==> src/rtl/wolfram_ca_engine_if.sv <==
// wolfram_ca_engine_if: host-side control/status bundle for the cellular-automaton engine
interface wolfram_ca_engine_if #(
  parameter int WIDTH  = 16,
  parameter int STEP_W = 8
);
  logic              rule_we;
  logic [7:0]        rule_in;
  logic              load;
  logic [WIDTH-1:0]  seed;
  logic              wrap;
  logic              start;
  logic [STEP_W-1:0] steps;
  logic              busy;
  logic              done;
  logic [WIDTH-1:0]  cells;
  logic [STEP_W-1:0] gen_count;
  modport master (
    output rule_we, rule_in, load, seed, wrap, start, steps,
    input  busy, done, cells, gen_count
  );
  modport slave (
    input  rule_we, rule_in, load, seed, wrap, start, steps,
    output busy, done, cells, gen_count
  );
endinterface

==> src/rtl/wolfram_ca_engine.sv <==
// wolfram_ca_engine: elementary CA row stepped under a programmable 8-bit rule with start/busy/done runs
module wolfram_ca_engine #(
  parameter int         WIDTH        = 16,
  parameter int         STEP_W       = 8,
  parameter logic [7:0] DEFAULT_RULE = 8'hD2
) (
  input logic               clk,
  input logic               rst,
  wolfram_ca_engine_if.slave bus
);
  typedef enum logic {IDLE, RUN} state_t;
  state_t            state, state_nx;
  logic [7:0]        rule;
  logic [WIDTH-1:0]  cells, nxt;
  logic [WIDTH+1:0]  ext;
  logic [STEP_W-1:0] gen, rem;
  logic              wrap_q, done, done_nx, go, zero_go, last;
  assign go      = state == IDLE && !bus.load && bus.start && bus.steps != '0;
  assign zero_go = state == IDLE && !bus.load && bus.start && bus.steps == '0;
  assign last    = state == RUN && !bus.load && rem == STEP_W'(1);
  // Row extended by one neighbour on each side; outside cells read 0 unless the run wraps.
  assign ext = {wrap_q & cells[0], cells, wrap_q & cells[WIDTH-1]};
  for (genvar i = 0; i < WIDTH; i++) begin : g_cell
    assign nxt[i] = rule[3'd7 - ext[i+2:i]];
  end
  // Next state: IDLE->RUN on a nonzero start, RUN->IDLE on the final step or an aborting load.
  always_comb begin
    state_nx = state;
    done_nx  = zero_go || last;
    if (state == IDLE) state_nx = go ? RUN : IDLE;
    else               state_nx = (bus.load || rem == STEP_W'(1)) ? IDLE : RUN;
  end
  // State, row, counters and rule register.
  always_ff @(posedge clk or posedge rst) begin
    if (rst) begin
      state  <= IDLE;
      done   <= 1'b0;
      rule   <= DEFAULT_RULE;
      cells  <= '0;
      gen    <= '0;
      rem    <= '0;
      wrap_q <= 1'b0;
    end else begin
      state <= state_nx;
      done  <= done_nx;
      if (bus.load) begin
        cells <= bus.seed;
        gen   <= '0;
      end else if (state == RUN) begin
        cells <= nxt;
        gen   <= gen + STEP_W'(1);
        rem   <= rem - STEP_W'(1);
      end else if (go) begin
        rem    <= bus.steps;
        wrap_q <= bus.wrap;
      end
      if (state == IDLE && bus.rule_we) rule <= bus.rule_in;
    end
  end
  assign bus.busy      = state == RUN;
  assign bus.done      = done;
  assign bus.cells     = cells;
  assign bus.gen_count = gen;
endmodule

==> src/flat_wrapper.sv <==
// flat-port wrapper written by rule: the top's interface ports become plain ports
module wolfram_ca_engine_flat 
#(
  parameter int         WIDTH        = 16,
  parameter int         STEP_W       = 8,
  parameter logic [7:0] DEFAULT_RULE = 8'hD2
)
  (clk, rst, bus_rule_we, bus_rule_in, bus_load, bus_seed, bus_wrap, bus_start, bus_steps, bus_busy, bus_done, bus_cells, bus_gen_count);
  wolfram_ca_engine_if #(.WIDTH(WIDTH), .STEP_W(STEP_W)) bus_i ();
  input logic clk;
  input logic rst;
  input wire logic [$bits(bus_i.rule_we)-1:0] bus_rule_we;
  input wire logic [$bits(bus_i.rule_in)-1:0] bus_rule_in;
  input wire logic [$bits(bus_i.load)-1:0] bus_load;
  input wire logic [$bits(bus_i.seed)-1:0] bus_seed;
  input wire logic [$bits(bus_i.wrap)-1:0] bus_wrap;
  input wire logic [$bits(bus_i.start)-1:0] bus_start;
  input wire logic [$bits(bus_i.steps)-1:0] bus_steps;
  output wire logic [$bits(bus_i.busy)-1:0] bus_busy;
  output wire logic [$bits(bus_i.done)-1:0] bus_done;
  output wire logic [$bits(bus_i.cells)-1:0] bus_cells;
  output wire logic [$bits(bus_i.gen_count)-1:0] bus_gen_count;
  assign bus_i.rule_we = bus_rule_we;
  assign bus_i.rule_in = bus_rule_in;
  assign bus_i.load = bus_load;
  assign bus_i.seed = bus_seed;
  assign bus_i.wrap = bus_wrap;
  assign bus_i.start = bus_start;
  assign bus_i.steps = bus_steps;
  assign bus_busy = bus_i.busy;
  assign bus_done = bus_i.done;
  assign bus_cells = bus_i.cells;
  assign bus_gen_count = bus_i.gen_count;
  wolfram_ca_engine #(.WIDTH(WIDTH), .STEP_W(STEP_W), .DEFAULT_RULE(DEFAULT_RULE)) u_core (.clk(clk), .rst(rst), .bus(bus_i));
endmodule
==> config.mk <==
export PLATFORM = sky130hd
export DESIGN_NAME = wolfram_ca_engine_flat
export DESIGN_NICKNAME = d
export VERILOG_FILES = /design/src/rtl/wolfram_ca_engine_if.sv /design/src/rtl/wolfram_ca_engine.sv /design/src/flat_wrapper.sv
export SDC_FILE = /design/constraint.sdc
export NUM_CORES = 1
export LEC_CHECK = 0
export BUFFER_PORTS_ARGS = -buffer_cell sky130_fd_sc_hd__buf_2
export CORE_UTILIZATION = 32
export DETAILED_ROUTE_END_ITERATION = 10
export SLEW_MARGIN = 15
export SYNTH_ARGS = -nofsm -noshare
export SYNTH_HDL_FRONTEND = slang
export SYNTH_SLANG_ARGS = --single-unit
==> constraint.sdc <==
create_clock -name clk -period 1.8 [get_ports clk]
set_clock_uncertainty 0.05 [all_clocks]
set_input_delay 0.09 -clock clk [delete_from_list [all_inputs] [get_ports clk]]
set_output_delay 0.09 -clock clk [all_outputs]
set_load 0.005 [all_outputs]
==> Yosys cells after proc, flatten, opt, wreduce, memory -nomap -nowiden <==
Index checks and enable logic that the tools add are counted.
{ "op_classes": {"mux": 41, "order_cmp": 16, "addsub": 18, "bitwise_logic": 4, "reduce_logical": 16, "n_eq_ne": 1} }
{ "op_table": {"columns": ["operator", "n"], "rows": [
  ["3-bit by 4-bit < comparator with 1-bit output, second input constant", 16],
  ["1-bit binary-select mux with 3-bit select", 16],
  ["3-bit subtractor, first input constant", 16],
  ["16-bit 2-to-1 mux", 2],
  ["8-bit 2-to-1 mux", 4],
  ["1-bit 2-to-1 mux", 19],
  ["8-bit by 1-bit adder with 8-bit output, second input constant", 1],
  ["8-bit by 1-bit equality test with 1-bit output, second input constant", 1],
  ["8-bit logical NOT", 1],
  ["8-bit nonzero test", 1],
  ["8-bit by 1-bit subtractor with 8-bit output, second input constant", 1],
  ["1-bit logical AND", 7],
  ["2-bit nonzero test", 2],
  ["3-bit AND reduction", 1],
  ["1-bit bitwise AND", 2],
  ["1-bit logical OR", 2],
  ["1-bit NOT", 2],
  ["2-bit AND reduction", 1],
  ["1-bit logical NOT", 1]
]} }
{ "totals": {"regBits": 43, "wordCells": 103, "output_inout_bits": 26, "input_bits": 38} }

==> Depth between registers and ports, before layout <==
{ "depth": {"word_depth": 6, "depth_mapped": 6, "depth_no_buf": 6} }

==> Worst setup path before layout <==
OpenSTA, ideal clock, no wires.
{ "synth_path": {"path_kind": "register to register", "startpoint": "register u_core.rem[0]", "endpoint": "register u_core.rem[6]", "t_arrival_ns": 1.458, "setup_ns": 0.118, "n_path_buf": 0, "path_slack_ns": 0.174, "path_stages_with_launch": 7, "synth_period_minus_slack_ns": 1.626, "required_time_ns": 1.632, "path_cell_list": "dfrtp_1 -> inv_1 -> ha_1 -> or3b_2 -> nor3_1 -> o22ai_1 -> a21o_1"} }
{ "synth_between": {"elab_chain_len": 2} }
{ "synth_lines": {"columns": ["element", "line", "source"], "rows": [
  ["start: declaration", "wolfram_ca_engine.sv:16", "logic [STEP_W-1:0] gen, rem;"],
  ["start signal: assignment", "wolfram_ca_engine.sv:52", "rem <= rem - STEP_W'(1);"],
  ["start signal: assignment", "wolfram_ca_engine.sv:54", "rem <= bus.steps;"],
  ["8-bit by 1-bit subtractor with 8-bit output", "wolfram_ca_engine.sv:52", null],
  ["8-bit 2-to-1 mux", "wolfram_ca_engine.sv:49", "end else if (state == RUN) begin"]
]} }
No other way between the ends.
A chain may end at the register's enable or synchronous reset.

==> Worst setup path in the final report <==
{ "layout_path": {"startpoint": "register u_core.rem[0]", "endpoint": "register u_core.rem[4]"} }
Same word-level chain as after synthesis.

==> flow_summary.toml <==
[placement]
io_buffer_count = 63
dp_slack_ns = 0.0781
place_hpwl_um = 6470
gp_congestion = 0.856

[synthesis]
ys_ff_latch = 43
synth_edf_count = 0
synth_ff_type = "dfrtp_1"
synth_cell_type_count = 52
syn_area_mm2 = 0.00319
synth_seq_area_share_pct = 33.8
ys_warn_count = 0
avgSynthCellArea_um2 = 9.40
synth_nets = 381
postSynth.asyncResetShare_pct = 100
netlist_instances = 340

[setup_path]
worstSetupStartpointType = "flip-flop"
critical_path_peak_fanout = 4
crit_buf_inv = 1
crit_type = "reg2reg"
crit_slowest_cell = "or3b_2"
arrival_ns = 1.84
endpoint_kind = "flip-flop"
worstPathCellList = "inv_1 -> ha_2 -> or3b_2 -> a21oi_1 -> o21ai_0 -> o2bb2ai_1"
required_ns = 1.94
cp_slowest_stage_delay_ns = 0.48
cpLargestDelayFamily = "simple AND/OR/NAND/NOR gates"

[drt]
drt_wl_total_um = 9010
num_vias = 3027
detail_route.iter0.violations = 189
viasPerCell = 5.37
wire_per_inst_um = 16.0
detail-route-antenna-nets = 0
drc_errors = 0
dr.pass1.iters = 4

[cells_and_area]
multi_input_area_mm2 = 0.00190
utilization_pct = 42.3
n_antenna_cell = 0
layout.area.seq_mm2 = 0.00108
syn2layout_area_growth_pct = 28.9
fill_cells = 988
drive_gt1_share_pct = 32.5
final_nets = 471

[clocking]
clk-insertion-delay-late_ns = 0.30
path_clk_slew_ns = 0.09
cts_made_buffers = 5
htree_levels = 2
cts_sinks = 43
cts_tree = "built"
cts_root_buffer = "clkbuf_8"
clockBufferDepth = 2
post_cts_buffers = 0

[timing]
setup_viol = 0
grt_setup_unrepaired = "no"
fin_crit_sh_pct = 94.8
fmax_ghz = 0.586
fin_crit_ns = 1.71
setup_ws_ns = 0.0933
relSlewSlack_pct = 65.7
fin_tns_setup_ns = 0
slew_viol_final = 0
hold_viol_final = 0
worst_pin_slew_ns = 0.511

[floorplan]
ios = 64
rows = 36
die_area_mm2 = 0.0104
dieWidth_um = 102
core_mm2 = 0.00973
start_util_pct = 32.8
die_h_um = 102

[pwr]
power.density_mw_per_mm2 = 819
vdd_ir_drop_max_mv = 0.349
p_leak_uw = 0.00178

[global_route]
grt.overflow.total = 0
grt_pass1_vias = 2931
antenna_found_initial = 0
track_usage_pct = 18.0
grt_max_degree = 21
grt_pass1_wl_um = 14600

[job]
max_cap_violations = 0

[hold_path]
min_path_type = "in2reg"

[run_status]
status = "complete, no violations"
[layout by cell type (no fill, tap or decap), types with 8 or more instances in the layout]
cell type / n
a21oi_1: 24
buf_2: 63
o21ai_0: 12
nor2_1: 19
inv_1: 16
mux4_2: 18
nor3b_1: 8
dlygate4sd3_1: 23
nor2b_1: 13
buf_4: 33
nand2_1: 35
nand2b_1: 10
dfrtp_1: 39
[worst reg2reg max path: cells and delay by family, from the launching register on]
kind	cells	cell delay, ns
and+or+nand+nor	1	0.48
adders and majority gates	1	0.21
buffers and inverters	1	0.10
DFF	1	0.41
AOI/OAI and AO/OA	3	0.36
[metrics by stage]
step                      cell area [um2]  std cells  hold WS (ns)  total power (uW)
after global placement               3760        533        0.0367              2530
final                                4120        564       0.00731              3370
after detailed placement             3760        533        0.0383              2560
after floorplan                      3190        340         0.149              2140
after CTS                            4110        564       0.00508              3380
after global routing                 4120        564        0.0201              3580
[final timing paths]
kind,startpoint,to,slack (ns),cells past startpoint
setup reg to reg,u_core.rem[0]$_DFFE_PP0P_,u_core.rem[4]$_DFFE_PP0P_,0.09,6
setup / recovery,u_core.rem[0]$_DFFE_PP0P_,u_core.rem[4]$_DFFE_PP0P_,0.09,6
hold reg to reg,u_core.rem[6]$_DFFE_PP0P_,u_core.rem[6]$_DFFE_PP0P_,0.46,1
hold / removal,bus_seed[0],u_core.bus.cells[0]$_DFFE_PP0P_,0.007,3
min in group asynchronous,rst,u_core.bus.cells[10]$_DFFE_PP0P_,0.24,3
max in group asynchronous,rst,u_core.rule[7]$_DFFE_PP1P_,0.86,4
[area by class of cell]
type	instances	area share (%)
Clock buffer	5	1.67
Clock inverter	3	1.06
Inverter	17	1.55
Multi-Input combinational cell	244	46.1
Sequential cell	43	26.3
Tap cell	133	4.04
Timing Repair Buffer	119	19.3
[power breakdown]
group	leakage, uW	switching, uW	total, uW	internal, uW
logic	0.00119	568	1240	670
clock network	0.0000581	363	777	414
registers	0.000528	245	1360	1110
total	0.00178	1180	3370	2200
[cell families after synthesis]
group	count (synthesis)	share of synthesized area (%)
compound gates	95	21.2
xor+xnor	5	1.37
fa+ha+maj	3	1.18
buf+inv	53	7.01
flops	43	33.8
mux	33	17.7
simple gates	108	17.7
[repair_timing]
item,in CTS,in global routing
gates resized for setup,0,4
endpoints found under the hold margin,31,0
hold buffers,23,0
endpoints found under the setup margin,0,3
[cell usage after synthesis (5+ instances only)]
| cell type | number | area [um2] |
|---|---|---|
| dfrtp_1 | 39 | 976 |
| nand2_1 | 35 | 131 |
| a21oi_1 | 24 | 120 |
| clkbuf_1 | 22 | 82.6 |
| nor2_1 | 19 | 71.3 |
| mux4_2 | 18 | 405 |
| inv_1 | 17 | 63.8 |
| nor2b_1 | 13 | 81.3 |
| o21ai_0 | 12 | 60.1 |
| buf_2 | 10 | 50.1 |
| nand2b_1 | 10 | 62.6 |
| nor3b_1 | 8 | 60.1 |
| mux2_2 | 7 | 78.8 |
| mux2i_1 | 7 | 70.1 |
| o31ai_1 | 7 | 52.6 |
| a211oi_1 | 6 | 45.0 |
| nand4_1 | 6 | 37.5 |
| a41oi_1 | 5 | 43.8 |
[registers in the layout, indices dropped and copies added (netlist names)]
name / count
u_core.rule: 8
u_core.bus.cells: 16
u_core.wrap_q: 1
u_core.bus.done: 1
u_core.bus.busy: 1
u_core.rem: 8
u_core.bus.gen_count: 8
[layer usage]
metal | GRT usage (%) | vias to the layer above | part of all wire, %
li1 | - | 1444 | -
met1 | 24.9 | 1472 | 47
met2 | 29.2 | 96 | 47
met3 | 2.53 | 15 | 4.5
met4 | 5.27 | 0 | 1.5
met5 | 0 | - | 0
No activity file was read; power rests on OpenSTA's default activity.
